===== src/rtl/s2p_lanes_param.sv =====
// Multi-lane serial-to-parallel converter with bit-counter word framing and a
// valid/ready output. Optional lane-0 alignment search is enabled by S2P_ALIGN_EN.
module s2p_lanes_param #(
  parameter int unsigned      LANES    = 4,
  parameter int unsigned      WIDTH    = 8,
  parameter logic [WIDTH-1:0] SYNC_PAT = WIDTH'(8'hBC)
) (
  input  logic                   CLK,
  input  logic                   RESET,
  input  logic                   ENB,
  input  logic [1:0]             MODO,
  input  logic                   DIR,
  input  logic [LANES-1:0]       S_IN,
  input  logic                   OUT_READY,
  output logic [LANES*WIDTH-1:0] OUT_DATA,
  output logic                   OUT_VALID,
  output logic                   OUT_OVF,
  output logic                   ALIGNED
);

  localparam int unsigned    CW   = (WIDTH > 2) ? $clog2(WIDTH) : 1;
  localparam logic [CW-1:0]  LAST = CW'(WIDTH - 1);

`ifdef S2P_ALIGN_EN
  typedef enum logic [1:0] {S_IDLE, S_SEARCH, S_RUN} state_t;
`else
  typedef enum logic [1:0] {S_IDLE, S_RUN} state_t;
`endif

  if (SYNC_PAT == '0) begin : g_bad_sync_pat
    $error("SYNC_PAT must be nonzero");
  end

  state_t                        r_state;
  state_t                        w_state_next;
  logic [LANES-1:0][WIDTH-1:0]   r_sh;
  logic [LANES-1:0][WIDTH-1:0]   w_sh_next;
  logic [CW-1:0]                 r_cnt;
  logic [LANES*WIDTH-1:0]        r_data;
  logic                          r_valid;
  logic                          r_ovf;
  logic                          r_aligned;
  logic                          w_run_mode;
  logic                          w_clear;
  logic                          w_shift;
  logic                          w_done;
  logic                          w_xfer;

  always_comb begin
    w_run_mode = ENB && ((MODO == 2'b01) || (MODO == 2'b10));
    w_clear    = ENB && (MODO == 2'b11);
    w_shift    = w_run_mode && (r_state != S_IDLE);
    w_done     = w_shift && (r_state == S_RUN) && (r_cnt == LAST);
    w_xfer     = r_valid && OUT_READY;
    w_sh_next  = '0;
    for (int unsigned l = 0; l < LANES; l++) begin
      w_sh_next[l] = DIR ? {r_sh[l][WIDTH-2:0], S_IN[l]}
                         : {S_IN[l], r_sh[l][WIDTH-1:1]};
    end
    w_state_next = r_state;
    if (w_clear) begin
      w_state_next = S_IDLE;
    end else if (w_run_mode) begin
      case (r_state)
`ifdef S2P_ALIGN_EN
        S_IDLE:   w_state_next = (MODO == 2'b01) ? S_RUN : S_SEARCH;
        // Match is judged on the value the shift register is about to take.
        S_SEARCH: if (w_sh_next[0] == SYNC_PAT) w_state_next = S_RUN;
`else
        S_IDLE:   w_state_next = S_RUN;
`endif
        default:  w_state_next = r_state;
      endcase
    end
  end

  always_ff @(posedge CLK or posedge RESET) begin
    if (RESET) begin
      r_state   <= S_IDLE;
      r_sh      <= '0;
      r_cnt     <= '0;
      r_data    <= '0;
      r_valid   <= 1'b0;
      r_ovf     <= 1'b0;
      r_aligned <= 1'b0;
    end else begin
      r_state   <= w_state_next;
      r_aligned <= (w_state_next == S_RUN);
      if (w_clear) begin
        r_sh  <= '0;
        r_cnt <= '0;
      end else if (w_shift) begin
        r_sh <= w_sh_next;
        if (r_state == S_RUN) r_cnt <= (r_cnt == LAST) ? '0 : r_cnt + 1'b1;
        else                  r_cnt <= '0;
      end
      // A completed word is taken only if the output slot is empty or draining now.
      if (w_done && (!r_valid || w_xfer)) begin
        r_data  <= w_sh_next;
        r_valid <= 1'b1;
      end else if (w_xfer) begin
        r_valid <= 1'b0;
      end
      if (w_clear)                                r_ovf <= 1'b0;
      else if (w_done && r_valid && !OUT_READY)   r_ovf <= 1'b1;
    end
  end

  assign OUT_DATA  = r_data;
  assign OUT_VALID = r_valid;
  assign OUT_OVF   = r_ovf;
  assign ALIGNED   = r_aligned;

endmodule


===== config.mk =====
export PLATFORM = sky130hd
export DESIGN_NAME = s2p_lanes_param
export DESIGN_NICKNAME = d
export VERILOG_FILES = /design/src/rtl/s2p_lanes_param.sv
export SDC_FILE = /design/constraint.sdc
export NUM_CORES = 1
export LEC_CHECK = 0
export BUFFER_PORTS_ARGS = -buffer_cell sky130_fd_sc_hd__buf_2
export CAP_MARGIN = 25
export CORE_MARGIN = 3
export CORE_UTILIZATION = 50
export DETAILED_ROUTE_END_ITERATION = 7
export GPL_TIMING_DRIVEN = 0
export PLACE_DENSITY = 0.71
export SLEW_MARGIN = 20
export SYNTH_ARGS = -nofsm -noshare
export SYNTH_HDL_FRONTEND = slang
export SYNTH_SLANG_ARGS = --single-unit

===== constraint.sdc =====
create_clock -name CLK -period 2.49 [get_ports CLK]
set_clock_uncertainty 0.15 [all_clocks]
set_input_delay 0.249 -clock CLK [delete_from_list [all_inputs] [get_ports CLK]]
set_output_delay 0.249 -clock CLK [all_outputs]
set_load 0.01 [all_outputs]

## After elaboration in Yosys (flattened, before gate mapping)

Cells that the tools add are included.

| word-level totals | value |
|---|---|
| bits in registers | 72 |
| input bits | 11 |
| output and inout bits | 35 |
| word-level logic and storage cells | 52 |

| cells by class | value |
|---|---|
| $add $sub $neg | 1 |
| equal/unequal tests | 6 |
| multiplexer cells | 17 |
| reductions and logical operators | 18 |

Operators by type and width:

| operator | number |
|---|---|
| two-way mux 32 bit | 2 |
| two-way mux 8 bit | 4 |
| two-way mux 3 bit | 4 |
| logical AND 1 bit | 9 |
| nonzero test 2 bit | 4 |
| == test 2 x 1 -> 1 bit, second input constant | 3 |
| two-way mux 2 bit | 3 |
| == test 2 bit, second input constant | 2 |
| two-way mux 1 bit | 4 |
| adder 3 x 1 -> 3 bit, second input constant | 1 |
| == test 3 bit, second input constant | 1 |
| logical NOT 1 bit | 2 |
| logical NOT 2 bit | 1 |
| logical OR 1 bit | 2 |

## Logic depth before layout (Yosys ltp)

| logic depth | value |
|---|---|
| word-level depth | 10 |
| mapped depth | 5 |
| mapped depth without buffers | 4 |

## Least setup slack after synthesis

Ideal clock, no wire load.

| path | value |
|---|---|
| path kind | input port to flip-flop |
| start point | input port MODO[0] |
| end point | register r_data[0], in the netlist OUT_DATA[0] |
| setup time | 0.079 ns |
| data arrival time | 1.272 ns |
| data required time | 2.261 ns |
| path slack | 0.989 ns |
| stages | 5 |
| path through | ha_1 > and4b_2 > nand3_4 > buf_6 > mux2i_1 |

| between the ends | value |
|---|---|
| cells in the longest elaborated chain, start to end | 7 |
| elaborated cells between the ends (all ways) | 8 |
| those cells by class | 2 x eq/ne; 6 x reduce/logical |

Ends and longest elaborated chain:

| what | line | text |
|---|---|---|
| start: declaration | 11 | `input logic [1:0] MODO,` |
| == test 2 x 1 -> 1 bit / == test 2 bit (equally long branches) | 50 | `w_run_mode = ENB && ((MODO == 2'b01) \|\| (MODO == 2'b10));` |
| logical OR 1 bit * | 50 |  |
| logical AND 1 bit * | 50 |  |
| logical AND 1 bit * | 52 | `w_shift = w_run_mode && (r_state != S_IDLE);` |
| logical AND 1 bit * (2 in series) | 53 | `w_done = w_shift && (r_state == S_RUN) && (r_cnt == LAST);` |
| logical AND 1 bit * | 98 | `if (w_done && (!r_valid \|\| w_xfer)) begin` |
| end signal: assignment | 99 | `r_data <= w_sh_next;` |
| end: declaration | 39 | `logic [LANES*WIDTH-1:0] r_data;` |

Mark *: on every way between the ends. The rest lies on a longest branch, timed or not.
A chain may end at the register's enable or synchronous reset.

## Worst setup path in the final report

| path | value |
|---|---|
| start point | register r_state[1] |
| end point | register r_sh[2] in the netlist's numbering |

| between the ends | value |
|---|---|
| cells in the longest elaborated chain, start to end | 3 |

Ends and longest elaborated chain:

| what | line | text |
|---|---|---|
| start: declaration | 34 | `state_t r_state;` |
| start signal: assignment | 87 | `r_state <= w_state_next;` |
| nonzero test 2 bit | 52 |  |
| logical AND 1 bit | 52 |  |
| nonzero test 2 bit (no line) | -- |  |
| end signal: assignment | 93 | `r_sh <= w_sh_next;` |
| end: declaration | 36 | `logic [LANES-1:0][WIDTH-1:0] r_sh;` |

Every way passes these cells.

==> flow_metrics.env <==
export IMPL_synth_area_leaders="dfrtp_1 (58%), mux2i_1 (21%), o2bb2ai_1 (9.0%), inv_1 (4.1%), ha_1 (1.2%)"
export IMPL_async_reset_ff_share_pct=100
export IMPL_worst_pin_slew_ns=0.533
export IMPL_rrSetupSlack_ns=0.70
export IMPL_synth_most_common_cell="dfrtp_1"
export IMPL_rr_startpoint="r_state[1]$_DFF_PP0_"
export IMPL_required_ns=2.55
export IMPL_relSlewSlack_pct=64.5
export IMPL_start_util_pct=52.1
export IMPL_criticalPathCategory="register to register"
export IMPL_postLayoutCellArea_sq_um=3660
export IMPL_ys_flop_type="dfrtp_1"
export IMPL_synth_edf_count=0
export IMPL_critPathCaptureType="register"
export IMPL_grt_pass1_vias=2074
export IMPL_dp_hpwl_microns=4150
export IMPL_maxCapViolations=0
export IMPL_postPlaceCellArea_sq_um=3460
export IMPL_ios=46
export IMPL_antennaDiodeCount=0
export IMPL_yosysSeqAreaShare_pct=57.8
export IMPL_cp_num_buf_inv=1
export IMPL_crit_chain="o2111ai_1, clkbuf_1, o2bb2ai_1"
export IMPL_gp_congestion=0.760
export IMPL_post_route_period_util_pct=72.0
export IMPL_synth_fp_nets=252
export IMPL_dr_pass1_iters=6
export IMPL_root_buffer="clkbuf_8"
export IMPL_route_detailed_drc=0
export IMPL_critPathSlowestCell="o2111ai_1"
export IMPL_period_needed_ns=1.79
export IMPL_multiInputGateArea_sq_um=1110
export IMPL_area_growth_syn_to_layout_pct=17.3
export IMPL_synth_top_area_share_pct=57.8
export IMPL_slowest_delay_ns=0.48
export IMPL_clk_insertion_delay_late_ns=0.34
export IMPL_wire_per_inst_microns=16.2
export IMPL_fill_cells=495
export IMPL_dieArea_sq_um=7220
export IMPL_holdPathStages=3
export IMPL_h_tree_depth=3
export IMPL_syn_area_sq_um=3120
export IMPL_holdWs_ns=0.0970
export IMPL_startpoint_type="register"
export IMPL_clock_sinks=72
export IMPL_synthCells=238
export IMPL_setup_viol=0
export IMPL_std_cell_rows=28
export IMPL_syn_avg_cell_area_sq_um=13.1
export IMPL_core_area_sq_um=5990
export IMPL_synth_common_cells="dfrtp_1 (72), mux2i_1 (64), inv_1 (34)"
export IMPL_numCtsBuffers=9
export IMPL_rr_worst_depth=3
export IMPL_min_delay_start="S_IN[2]"
export IMPL_p_leak_nw=2.04
export IMPL_holdPathEnd="OUT_DATA[23]$_DFFE_PP0P_"
export IMPL_io_buffers=44
export IMPL_totalPowerFinal_mw=2.48
export IMPL_via_per_inst=5.45
export IMPL_die_y_microns=85.0
export IMPL_antenna_found_initial=0
export IMPL_power_density_nw_per_um2=678
export IMPL_min_delay_path_class="input port to register"
export IMPL_fin_nets=309
export IMPL_die_w_microns=85.0
export IMPL_synth_top_cell_by_area="dfrtp_1"
export IMPL_peakVddDrop_v=0.000341
export IMPL_timing_fmax_ghz=0.557
export IMPL_synth_cell_types=22
export IMPL_clk_pin_slew_ns=0.07
export IMPL_synth_seq_cells=72
export IMPL_crit_family="compound AO/OA/AOI/OAI gates"
export IMPL_post_cts_repair_setup_buffers=0
export IMPL_grt_use_total_pct=18.1
export IMPL_drive_gt1_share_pct=25.0
export IMPL_detail_route_iter0_violations=84
export IMPL_fin_util_pct=61.1
export IMPL_yosysWarnings=0
export IMPL_drt_total_wl_microns=6070
export IMPL_grt_max_degree=57
export IMPL_grt_ovfl_total=0
export IMPL_tritoncts="done"
export IMPL_r2r_end="r_sh[2]$_DFFE_PP0P_"
export IMPL_rsz0062_at_grt="no"
export IMPL_postRouteAntennaNets=0
export IMPL_layout_area_seq_sq_um=1800
export IMPL_cp_max_fo=10
export IMPL_status="finished clean"
export IMPL_cts_path_max_buffers=2
export IMPL_drv_slew=0
export IMPL_vias=2044
export IMPL_grt_pass1_wl_microns=10200
export IMPL_hold_viol=0
export IMPL_cp_data_arrival_time_ns=1.86
## timing repair
action                    4_1_cts  5_1_grt
resized for setup               0        0
hold endpoints to repair       16        0
hold buffers                    1        0
## kinds of logic (layout without fill, tap and decap cells)
kind of cell / count (synthesis) / after routing / synth area share (%)
buf+inv: 47 / 109 / 6.66
flops: 72 / 72 / 57.8
compound gates: 41 / 41 / 11.4
simple gates: 11 / 11 / 2.49
mux: 64 / 64 / 20.5
fa+ha+maj: 3 / 3 / 1.20
## cells in the final DEF (no fill, tap or decap), drive strengths merged
master	synthesis	final
a21oi	1	1
a22o	3	3
a32o	1	1
and2	2	2
and3b	1	1
and4b	1	1
buf	10	55
bufinv	0	1
clkbuf	3	12
clkinv	0	5
clkinvlp	0	1
dfrtp	72	72
dlygate4sd3	0	1
ha	3	3
inv	34	34
mux2i	64	64
nand2	3	3
nand2b	1	1
nand3	1	1
nor2	1	1
nor2b	1	1
o2111ai	1	1
o21a	2	2
o21ai	1	1
o2bb2ai	32	32
## worst min-delay path: stages
cell,delay [ns]
buf_2,0.10
mux2i_1,0.08
mux2i_1,0.12
## layer usage
layer | vias to the layer above | track usage, % | routed length [microns] | part of all wire, %
met1 | 1042 | 24.0 | 2890 | 48
li1 | 954 | - | - | -
met3 | 11 | 3.30 | 202 | 3.3
met5 | - | 0 | 0 | 0
met4 | 0 | 9.06 | 129 | 2.1
met2 | 37 | 28.6 | 2850 | 47
## state kept, by name (all words and copies together) (netlist names)
| name | cells |
|---|---|
| ALIGNED | 1 |
| r_cnt | 3 |
| OUT_VALID | 1 |
| r_sh | 32 |
| r_state | 2 |
| OUT_OVF | 1 |
| OUT_DATA | 32 |
## worst max path at each step
stage,startpoint,to,cells past startpoint
after detailed placement,MODO[0],r_sh[25]$_DFFE_PP0P_,5
after CTS,r_state[1]$_DFF_PP0_,r_sh[10]$_DFFE_PP0P_,3
after floorplan,RESET,ALIGNED$_DFF_PP0_,1
after global placement,RESET,OUT_DATA[13]$_DFFE_PP0P_,2
final,r_state[1]$_DFF_PP0_,r_sh[2]$_DFFE_PP0P_,3
after global routing,r_state[1]$_DFF_PP0_,r_sh[4]$_DFFE_PP0P_,3
## area by class of cell
type                    count  area share [%]
multi-input cells         119            30.3
well taps                  75            2.56
clock buffers               9            3.38
repair buffers             46            7.04
clock inverters             7            1.71
inverters                  34            3.56
flip-flops and latches     72            49.2
plain buffers              13            2.19
## report_power, final
part / total, mW / switching (mW) / leakage [nW] / internal (mW)
Sequential: 1.30 / 0.0499 / 0.827 / 1.25
Clock: 0.889 / 0.436 / 0.0985 / 0.454
Combinational: 0.291 / 0.166 / 1.12 / 0.125
Total: 2.48 / 0.651 / 2.04 / 1.83
## metrics by stage
stage,cells,setup TNS (ns),setup WS [ns]
after floorplan,238,0,0.266
after global placement,357,-44.75,-0.624
after detailed placement,358,0,0.637
after CTS,375,0,0.681
after global routing,375,0,0.534
final,375,0,0.696
Power figures use the tool's default switching activity.
